## src/rtl/dmem_arbiter.sv

```systemverilog
`default_nettype none
// ============================================================================
// dmem_arbiter: shares one LSU port between the core (priority) and a
// word-burst DMA/debug engine, with starvation relief and read-data routing.
// Revision: 1.0
// ============================================================================
module dmem_arbiter #(
  parameter int LEN_W      = 4,
  parameter int STARVE_MAX = 8
) (
  input  logic             i_clk,
  input  logic             i_reset,
  input  logic             i_c_req,
  input  logic             i_c_wren,
  input  logic [31:0]      i_c_addr,
  input  logic [31:0]      i_c_wdata,
  input  logic [2:0]       i_c_funct3,
  output logic             o_c_gnt,
  output logic             o_c_rvalid,
  output logic [31:0]      o_c_rdata,
  input  logic             i_d_req,
  input  logic             i_d_wren,
  input  logic [31:0]      i_d_addr,
  input  logic [LEN_W-1:0] i_d_len,
  input  logic [31:0]      i_d_wdata,
  output logic             o_d_gnt,
  output logic             o_d_rvalid,
  output logic [31:0]      o_d_rdata,
  output logic             o_d_done,
  output logic [31:0]      o_lsu_addr,
  output logic [31:0]      o_lsu_wdata,
  output logic             o_lsu_wren,
  output logic [2:0]       o_lsu_funct3,
  input  logic [31:0]      i_lsu_rdata,
  output logic             o_busy
);

  localparam int SW = $clog2(STARVE_MAX + 1);
  localparam logic [SW-1:0] C_STARVE_MAX = SW'(STARVE_MAX);
  localparam logic [2:0]    C_FUNCT3_WORD = 3'b010;

  typedef enum logic [0:0] {S_IDLE = 1'b0, S_BURST = 1'b1} state_t;

  state_t            state_q, state_d;
  logic [LEN_W-1:0]  rem_q, rem_d;
  logic [31:0]       addr_q, addr_d;
  logic              wren_q, wren_d;
  logic [SW-1:0]     starve_q, starve_d;
  logic              owner_q, owner_d;
  logic              load_q, load_d;
  logic              done_q, done_d;

  logic              d_win;
  logic              c_win;
  logic [LEN_W-1:0]  len_eff;
  logic [31:0]       beat_addr;
  logic              beat_wren;

  // Burst addresses wrap inside the current 64 KiB window.
  function automatic logic [31:0] next_word(input logic [31:0] a);
    return {a[31:16], a[15:0] + 16'd4};
  endfunction

  always_comb begin
    d_win     = !i_reset && i_d_req && (!i_c_req || starve_q == C_STARVE_MAX);
    c_win     = !i_reset && i_c_req && !d_win;
    len_eff   = (i_d_len == '0) ? LEN_W'(1) : i_d_len;
    beat_addr = (state_q == S_BURST) ? addr_q : i_d_addr;
    beat_wren = (state_q == S_BURST) ? wren_q : i_d_wren;

    state_d  = state_q;
    rem_d    = rem_q;
    addr_d   = addr_q;
    wren_d   = wren_q;
    starve_d = starve_q;
    done_d   = 1'b0;
    owner_d  = d_win;
    load_d   = (c_win && !i_c_wren) || (d_win && !beat_wren);

    if (d_win || !i_d_req) begin
      starve_d = '0;
    end else if (c_win && starve_q != C_STARVE_MAX) begin
      starve_d = starve_q + SW'(1);
    end

    if (d_win) begin
      addr_d = next_word(beat_addr);
      if (state_q == S_IDLE) begin
        wren_d = i_d_wren;
        rem_d  = len_eff - LEN_W'(1);
        if (len_eff == LEN_W'(1)) begin
          done_d = 1'b1;
        end else begin
          state_d = S_BURST;
        end
      end else begin
        rem_d = rem_q - LEN_W'(1);
        if (rem_q == LEN_W'(1)) begin
          state_d = S_IDLE;
          done_d  = 1'b1;
        end
      end
    end

    o_lsu_addr   = '0;
    o_lsu_wdata  = '0;
    o_lsu_wren   = 1'b0;
    o_lsu_funct3 = C_FUNCT3_WORD;
    if (c_win) begin
      o_lsu_addr   = i_c_addr;
      o_lsu_wdata  = i_c_wdata;
      o_lsu_wren   = i_c_wren;
      o_lsu_funct3 = i_c_funct3;
    end else if (d_win) begin
      o_lsu_addr   = beat_addr;
      o_lsu_wdata  = i_d_wdata;
      o_lsu_wren   = beat_wren;
    end
  end

  always_ff @(posedge i_clk) begin
    if (i_reset) begin
      state_q  <= S_IDLE;
      rem_q    <= '0;
      addr_q   <= '0;
      wren_q   <= 1'b0;
      starve_q <= '0;
      owner_q  <= 1'b0;
      load_q   <= 1'b0;
      done_q   <= 1'b0;
    end else begin
      state_q  <= state_d;
      rem_q    <= rem_d;
      addr_q   <= addr_d;
      wren_q   <= wren_d;
      starve_q <= starve_d;
      owner_q  <= owner_d;
      load_q   <= load_d;
      done_q   <= done_d;
    end
  end

  assign o_c_gnt    = c_win;
  assign o_d_gnt    = d_win;
  assign o_c_rvalid = load_q && !owner_q;
  assign o_d_rvalid = load_q && owner_q;
  assign o_c_rdata  = o_c_rvalid ? i_lsu_rdata : '0;
  assign o_d_rdata  = o_d_rvalid ? i_lsu_rdata : '0;
  assign o_d_done   = done_q;
  assign o_busy     = (state_q == S_BURST);

endmodule
`default_nettype wire

```

## config.mk

```make
export PLATFORM = sky130hd
export DESIGN_NAME = dmem_arbiter
export DESIGN_NICKNAME = d
export VERILOG_FILES = /design/src/rtl/dmem_arbiter.sv
export SDC_FILE = /design/constraint.sdc
export NUM_CORES = 1
export LEC_CHECK = 0
export ABC_AREA = 1
export CAP_MARGIN = 40
export CORE_AREA = 2 2 119 121
export CTS_BUF_LIST = sky130_fd_sc_hd__clkbuf_16
export CTS_CLUSTER_DIAMETER = 150
export DETAILED_ROUTE_END_ITERATION = 12
export DIE_AREA = 0 0 121 123
export HOLD_SLACK_MARGIN = 0.02
export PLACE_DENSITY = 0.79
export SETUP_SLACK_MARGIN = 0.5
export SLEW_MARGIN = 20
export SYNTH_ARGS = -nofsm -noshare
export SYNTH_HDL_FRONTEND = slang
export SYNTH_SLANG_ARGS = --single-unit
export TNS_END_PERCENT = 1
```

## constraint.sdc

```tcl
create_clock -name i_clk -period 5.7 [get_ports i_clk]
set_clock_uncertainty 0.15 [all_clocks]
set_input_delay 1.71 -clock i_clk [delete_from_list [all_inputs] [get_ports i_clk]]
set_output_delay 1.71 -clock i_clk [all_outputs]
set_load 0.005 [all_outputs]
```

* After elaboration in Yosys (flattened, before gate mapping)
Cells that the tools add are included.
Operators by class: muxes and demuxes 19, reduce and logical (&&, ||, !) cells 22, eq/ne operators 4, bitwise logic cells 1, add/sub/neg operators 4
Operators by type and width (number):
- 2-to-1 mux 32 bit | 7
- adder 16 x 3 -> 16 bit, second input constant | 1
- logical AND 1 bit | 9
- 2-to-1 mux 1 bit | 9
- equality test 4 x 1 -> 1 bit, second input constant | 2
- 2-to-1 mux 4 bit | 2
- subtractor 4 x 1 -> 4 bit, second input constant | 2
- zero test 1 bit | 7
- adder 4 x 1 -> 4 bit, second input constant | 1
- equality test 4 bit, second input constant | 1
- zero test 4 bit | 1
- inequality test 4 bit, second input constant | 1
- OR reduction 2 bit | 2
- logical OR 1 bit | 3
- 2-to-1 mux 3 bit | 1
- inverter 1 bit | 1
Word-level totals: output and inout bits 138, bits in registers 45

* Logic depth before layout (Yosys ltp)
Gate-level depths: netlist (run 1).
depth in word-level cells 7, gate-level depth with buffers 11, mapped depth without buffers 11

* Worst setup path after synthesis (run 1)
OpenSTA, ideal clock, no wires.
path kind input to output, from in i_d_req, to out o_lsu_addr[3], path buffers 2, cell stages on the path 8, setup slack 1234 ps, data arrival time 2606 ps, data required time 3840 ps, cells stage by stage inv_1 -> nor2_1 -> nand2_4 -> nand3_2 -> inv_2 -> buf_6 -> buf_6 -> a22o_1
On the way: word-level cells in the longest chain between the ends 5, elaborated cells on any way between the ends 6, those cells by class 2 x mux; 4 x reduce/logical
RTL lines:
- start, declared | RTL line 21 | input logic i_d_req,
- logical AND 1 bit (*) (2 in series) | RTL line 65 | d_win = !i_reset && i_d_req && (!i_c_req || starve_q == C_STARVE_MAX);
- zero test 1 bit | RTL line 66 | c_win = !i_reset && i_c_req && !d_win;
- logical AND 1 bit | RTL line 66
- 2-to-1 mux 32 bit (*) | RTL line 109 | if (c_win) begin
- end, declared | RTL line 30 | output logic [31:0] o_lsu_addr,
Every way passes the cells marked *; elsewhere a longest branch is shown, timed or not.

* Final worst setup path (run 1)
from in i_d_req, to out o_lsu_wdata[2]
On the way: word-level cells in the longest chain between the ends 5, elaborated cells on any way between the ends 6, those cells by class 2 x mux; 4 x reduce/logical
RTL lines:
- logical AND 1 bit (*) (2 in series) | RTL line 65
- zero test 1 bit | RTL line 66
- logical AND 1 bit | RTL line 66
- 2-to-1 mux 32 bit (*) | RTL line 109
- end, declared | RTL line 31 | output logic [31:0] o_lsu_wdata,
Marked as above.

==> results, run 1 <==
- The run finished with clean final reports.
- For this design the ratio of total power to cell area is 140 nW/um^2.
- The root cell of the clock tree is sky130_fd_sc_hd__clkbuf_16.
- In the layout the commonest cells are sky130_fd_sc_hd__clkdlybuf4s50_1, sky130_fd_sc_hd__nand2_1, sky130_fd_sc_hd__nor2_1.
- The TritonCTS clock tree is built.
- The clock passes through at most 2 buffers.
- The setup total negative slack is 0 ps.
- In the global route stage, overall resource usage came out at 21.6%.
- Of all cell types, the one taking the most synthesized area is sky130_fd_sc_hd__dfxtp_1.
- Compared with the post-synthesis result, the final layout area differs by 95.6%.
- The setup-violating endpoint count in the final report is 0.
- The row count is 43.
- The placeable core area is 13600 sq um.
- At the end of routability-driven placement, the weighted congestion stood at 0.890.
- The die covers 14900 sq um.
- The boundary pin count is 311.
- The number of warnings printed during yosys synthesis is 0.
- In this run, flip-flops and latches consume 33.3% of the power.
- The net switching power of the design is 0.000289 W.
- The pin count of the biggest net entering global routing is 57.
- Of all flip-flops after synthesis, the portion carrying an async set or reset was 0%.
- The number of H-tree branching levels is 2.
- The cell leakage power is 3.23 nW.
- In this run the cell area of the synthesized design comes to 3690 sq um.
- The total number of clock tree sinks is 45.
- The y dimension of the die is 123 um.
- Tracing the worst setup path back leads to its startpoint at i_d_req.
- The HPWL after detailed placement is 12900 um.
- The internal power component is 0.000719 W.
- The overall die width is 121 um.
- The worst path in the final design needs a cycle of 5370 ps, including I/O delays and setup.
- In this run the critical register-to-register path is launched from o_busy$_SDFFE_PP0P_.
- Synthesis produced a netlist with a net count of 833.
- The number of antenna violations at the first check in global routing is 1.
- For this design, the CTS-stage hold fixing added 0 buffers.
- Summed over all layers, the global routing overflow is 0.
- The count of input and output buffers is 310.
- STA classifies the critical path endpoint as an output pin.
- Of the total power, combinational logic draws 39.0%.
- The clock network power share is 27.7%.
- The max-capacitance violation count is 0.
- The startpoint identified for the worst hold timing path is addr_q[18]$_SDFFE_PP0P_.
- The worst relative slew slack is 48.6%.
- The number of enable-type register cells in the synthesized netlist is 0.
- The final-report max-slew violation count is 0.
- The largest vdd supply drop is 0.000103 V.
- The number of CTS-inserted buffers is 5.
- The post-detailed-routing wire length is 17400 um.
- In the final layout, the share of cells above drive strength 1 is 4.32%.
- The maximum clock rate is 186 MHz.
- The global-route wire length before repair is 25200 um.
- Of the available clock period, the critical path in the final layout requires 94.2%.
- In the synthesized netlist the dominant register cell turns out to be sky130_fd_sc_hd__dfxtp_1.
- Setup repair after global routing could not meet its margin everywhere.
- The number of vias after detailed routing is 5137.
- The number of global-route vias before repair is 4724.
- The latest clock arrival within the worst-skew pair is 280 ps.
- The critical path start-end classification is input pin to output pin.
- For this run, design rule violations remaining after detail routing come to 0.
- The first detailed-routing pass took 4 iterations.
- The most common library cell in the layout ignoring fill and taps is sky130_fd_sc_hd__clkdlybuf4s50_1.
- In the synthesized netlist, the number of instances is 654.
- The sequential fraction of the synthesis area is 24.4%.
- The number of antenna-violating nets in the routed design is 0.
- The critical path launch point type is an input pin.
- The number of DRC markers after the initial detailed-route iteration is 302.
- The synthesized netlist contains 29 unique library cells.
- The fraction of post-synthesis cell area in the top cell type by area is 24.4%.
- The classification of the worst-slack hold path is flop to flop.
- The number of endpoints with negative hold slack in the final report is 0.
- The completed layout was analyzed and its total power is 0.00101 W.
- Each instance of the synthesized netlist takes up on average 5.64 sq um.
- The register bit count reported by yosys is 45.
- The clock edge transition at the registers on the reported setup and hold paths is 60 ps.
- The data required time of the worst path is 3840 ps.
- Yosys attributes the largest share of cell area to sky130_fd_sc_hd__dfxtp_1, sky130_fd_sc_hd__nand2_1, sky130_fd_sc_hd__nor2_1.
- The per-cell routed wire length is 15.4 um.
- The critical-path maximum fanout is 7.
- The post-detailed-route via-to-cell ratio is 4.54.
- Once the floorplan was initialized, standard cells occupied 27.1% of the core.
- The final layout contains 1128 nets.
- The switching power share of the total is 28.7%.
- At the pin with the least slew margin, the transition time is 770 ps.
- The worst endpoint data arrival time is 3510 ps.
path summary, 6_finish.rpt:
| check | cells after the start | slack, ps | to |
|---|---|---|---|
| worst max register to register | 11 | 3390 | addr_q[12]$_SDFFE_PP0P_ |
| worst max-delay path | 10 | 330 | o_lsu_wdata[2] |
| worst min register to register | 2 | 310 | addr_q[18]$_SDFFE_PP0P_ |
| worst min-delay path | 2 | 310 | addr_q[18]$_SDFFE_PP0P_ |
Yosys cell counts (all sizes together), types with 2 or more instances:
library cell,number
clkbuf,14
a22o,33
buf,25
dfxtp,45
xnor2,3
nand2,229
or2,3
nor2,114
nor3,2
o31ai,3
nand3,22
ha,6
nand4,4
o21ai,38
a21oi,26
inv,80
a211oi,3
per-layer routing:
layer | wire (um) | track usage, % | up-vias
li1 | - | - | 2641
met1 | 7180 | 26.5 | 2255
met2 | 8420 | 37.8 | 228
met3 | 1540 | 6.04 | 13
met4 | 220 | 4.36 | 0
met5 | 0 | 0 | -
repair_timing:
item / in CTS / in global routing
pin swaps: 1 / 1
cloned: 3 / 0
endpoints found under the setup margin: 70 / 70
resized for setup: 14 / 1
buffers inserted: 2 / 1
power by group through the flow:
stage / clock network (W) / registers [W] / logic (W)
2_1_floorplan: 0 / 0.000341 / 0.000144
3_3_place_gp: 0 / 0.000342 / 0.000377
3_5_place_dp: 0 / 0.000342 / 0.000381
4_1_cts: 0.000289 / 0.000335 / 0.000395
5_1_grt: 0.000303 / 0.000336 / 0.000428
6_report: 0.000280 / 0.000335 / 0.000393
worst max-delay path, cell delays in order:
cell	delay (ps)
sky130_fd_sc_hd__clkdlybuf4s50_1	460
sky130_fd_sc_hd__inv_1	60
sky130_fd_sc_hd__nor2_4	110
sky130_fd_sc_hd__nand2_4	110
sky130_fd_sc_hd__nand3_4	110
sky130_fd_sc_hd__inv_8	60
sky130_fd_sc_hd__buf_4	130
sky130_fd_sc_hd__buf_4	150
sky130_fd_sc_hd__a22o_1	170
sky130_fd_sc_hd__clkdlybuf4s50_1	440
flip-flops by register name (all words and copies together), names as in the netlist:
signal / flops
addr_q: 32
rem_q: 4
starve_q: 4
load_q: 1
o_busy: 1
o_d_done: 1
owner_q: 1
wren_q: 1
logic make-up after synthesis:
family,count (synthesis),share of synthesized area [%]
AND/OR/NAND/NOR,374,40.1
buffers and inverters,119,14.1
AO/OA/AOI/OAI,105,18.1
flip-flops,45,24.4
adder cells (fa/ha/maj),6,2.03
XOR/XNOR,4,0.950
multiplexers,1,0.271
through the flow:
step | worst slack, ps | hold WS (ps) | util [%] | instance area [sq um] | std cells
floorplan | 1230 | 280 | - | 3690 | 654
detailed placement | 145 | 304 | 51.0 | 6950 | 1116
global placement | 192 | 299 | 50.8 | 6920 | 1114
global route | 240 | 333 | 53.0 | 7220 | 1131
finish | 328 | 314 | 53.0 | 7220 | 1131
CTS | 339 | 315 | 52.9 | 7200 | 1129
layout make-up:
type,count,area [sq um]
fillers,1307,6400
repair buffers,327,3350
multi-input cells,490,2280
flip-flops and latches,45,902
inverters,80,310
well taps,180,225
clock buffers,5,125
clock inverters,3,12.5
diodes,1,2.50
Power figures use the tool's default switching activity.
==> run 2, diff against run 1 <==
- CTS_CLUSTER_SIZE: unset -> 24
==> results of run 2 <==
Same layout as run 1: the final DEF is identical, and so are final timing and power.
==> run 3, diff against run 2 <==
- PLACE_DENSITY: 0.79 -> 0.74
==> results, run 3 (same netlist as run 1, synthesis figures left out) <==
- Clock-pin slew was measured on the worst setup and hold paths at 70 ps.
- The maximum clock rate is 185 MHz.
- The combinational fraction of design power is 36.5%.
- The worst-case IR drop observed on VDD is 0.000156 V.
- Across the whole layout, storage elements account for 902 sq um.
- The tool flagged a number of max-cap violations equal to 0.
- After detailed routing, the number of vias per cell comes to 4.56.
- The register with the most flip-flops in the final layout is addr_q.
- The worst endpoint data arrival time is 3550 ps.
- TritonCTS built the clock tree.
- The slack of the critical path is 285 ps.
- The capturing element type of the critical path is an output pin.
- The slew at the pin with the worst max-slew slack is 797 ps.
- The share of the cycle needed by the critical path after routing is 95.0%.
- Counting every sink on the clock net gives 45.
- The register-to-register path setup slack is 3370 ps.
- The row count is 43.
- The root cell of the clock tree is sky130_fd_sc_hd__clkbuf_16.
- The total iterations of the first detailed-routing run is 5.
- The post-placement worst setup slack is 143 ps.
- The critical path launch point type is an input pin.
- The critical path start-end classification is input pin to output pin.
- In the layout the commonest cells are sky130_fd_sc_hd__clkdlybuf4s50_1, sky130_fd_sc_hd__nand2_1, sky130_fd_sc_hd__nor2_1.
- STA puts the critical path data required time at 3840 ps.
- The most common library cell in the layout ignoring fill and taps is sky130_fd_sc_hd__clkdlybuf4s50_1.
- The placeable core area is 13600 sq um.
- The path with the worst hold slack has its endpoint at addr_q[16]$_SDFFE_PP0P_.
- The time the worst path needs with I/O delays and setup is 5410 ps.
- The number of DRC markers after the initial detailed-route iteration is 255.
- Across all hold checks on the routed design, the worst slack comes to 318 ps.
- Setup repair after global routing could not meet its margin everywhere.
- During I/O placement, the number of pins put on the boundary was 311.
- The count of nets left with antenna violations once routing finished came out at 0.
- In the final layout, the registers with the most flip-flops are addr_q: 32 flops, rem_q: 4 flops, starve_q: 4 flops.
- The number of antenna violations at the first check in global routing is 0.
- Counting tap cells, the placed design contains a total of 1118 instances.
- Per report_power, the clock group accounts for 32.1% of the total.
- The final layout contains routed wiring with a total length of 17800 um.
- The classification of the worst-slack hold path is flop to flop.
- The setup-violating endpoint count in the final report is 0.
- The fraction of final layout cells with drive strength greater than 1 is 4.33%.
- The number of global-route vias before repair is 4677.
- The die is 121 um wide.
- The switching power share of the total is 28.4%.
- The flip-flop count of the largest register after layout is 32.
- The total design power is 0.00107 W.
- In this run the most critical hold path is launched from addr_q[16]$_SDFFE_PP0P_.
- The power per cell area is 149 nW/um^2.
- Port buffering added 310 buffers.
- The worst hold path was traced through 2 stages.
- The number of H-tree branching levels is 2.
- The pin count of the biggest net entering global routing is 49.
- The internal power component is 0.000764 W.
- The power share of the sequential group is 31.4%.
- The final net count is 1125.
- From synthesis to final layout, the design area changed by 94.2%.
- The clock passes through at most 2 buffers.
- Summed over all nets, the switching power comes to 0.000303 W.
- For this configuration, the core starts out at a cell density of 27.1%.
- In this run the worst path has a maximum fanout of 26.
- Measured against its own limit, the worst slew margin works out to 46.8%.
- The repair_antennas step left the layout with diodes totalling 0.
- The area of the multi-input gates is 2280 sq um.
- The final global-route overflow total is 0.
- The global-route usage over all layers is 22.5%.
- The filler cells instantiated in the layout total 1387.
- The number of standard cells in the final layout excluding fillers is 1127.
- The flow ran to the end, and the final reports show no timing, DRC or antenna violations.
- In the final timing run, aggregate negative setup slack is 0 ps.
- The number of CTS-inserted buffers is 5.
- In the routed design, unresolved DRC markers number 0.
- The number of endpoints with negative hold slack in the final report came to 0.
- In this run the critical register-to-register path is captured at addr_q[12]$_SDFFE_PP0P_.
- The first global-routing pass estimated 25900 um of wire.
- The latest clock arrival within the worst-skew pair is 290 ps.
- The beginning of the worst register-to-register path is o_busy$_SDFFE_PP0P_.
- The final weighted congestion in routability-driven placement is 0.854.
- From bottom edge to top edge, the die measures 123 um.
- The die area is 14900 sq um.
- Post-CTS timing repair inserted 0 buffers for setup.
- After legalization and detailed placement, the total HPWL measured 14000 um.
- In this run the static leakage power is 3.20 nW.
- The number of vias after detailed routing is 5143.
- Measured in cells, the most critical reg-to-reg path has a length of 11.
- The final-report max-slew violation count came to 0.
- Dividing the detail-routed wire length by the instance count gives 15.8 um.
run 3: power by group through the flow:
stage	Clock, W	Sequential (W)	Combinational [W]
after floorplan	0	0.000341	0.000144
after global placement	0	0.000342	0.000383
after detailed placement	0	0.000342	0.000384
after CTS	0.000350	0.000335	0.000392
after global routing	0.000357	0.000337	0.000427
final	0.000343	0.000335	0.000390
run 3: worst max-delay path, stage by stage:
cell and delay (ps):
sky130_fd_sc_hd__clkdlybuf4s50_1 530, sky130_fd_sc_hd__nor2_2 80, sky130_fd_sc_hd__nand2_4 120, sky130_fd_sc_hd__nand3_4 100
sky130_fd_sc_hd__inv_4 120, sky130_fd_sc_hd__buf_12 180, sky130_fd_sc_hd__a22o_1 150, sky130_fd_sc_hd__clkdlybuf4s50_1 540
run 3: cell type report:
| type | instances | share of cell area (%) |
|---|---|---|
| clock buffer | 5 | 1.75 |
| clock inverter | 3 | 0.646 |
| multi-input combinational | 490 | 31.8 |
| tap | 180 | 3.14 |
| sequential | 45 | 12.6 |
| timing repair buffer | 324 | 45.8 |
| inverter | 80 | 4.23 |
run 3: worst max path at each step:
stage / from / endpoint / slack, ps / cells past startpoint
after global routing: i_reset / o_lsu_wdata[4] / 200 / 8
after floorplan: i_d_req / o_lsu_addr[3] / 1230 / 8
after global placement: i_c_req / o_lsu_wdata[24] / 170 / 8
after detailed placement: i_c_req / o_lsu_wren / 140 / 9
after CTS: i_reset / o_lsu_wren / 300 / 9
final: i_reset / o_lsu_wdata[20] / 290 / 8
run 3: metrics by stage:
stage	utilization [%]	area (sq um)
6_report	52.6	7160
3_5_place_dp	51.0	6940
4_1_cts	52.6	7160
5_1_grt	52.6	7160
2_1_floorplan	-	3690
3_3_place_gp	50.9	6930
run 3: what timing repair did:
| action | in CTS | in global routing |
|---|---|---|
| hold endpoints to repair | 0 | 0 |
| resized for setup | 9 | 1 |
| cloned | 1 | 0 |
| endpoints found under the setup margin | 68 | 69 |
| hold buffers | 0 | 0 |
run 3: per-layer routing:
metal / GRT usage [%] / vias to the layer above / share of wire [%]
li1: - / 2630 / -
met1: 28.5 / 2259 / 42
met2: 38.2 / 234 / 48
met3: 6.46 / 20 / 8.9
met4: 4.36 / 0 / 1.3
met5: 0 / - / 0
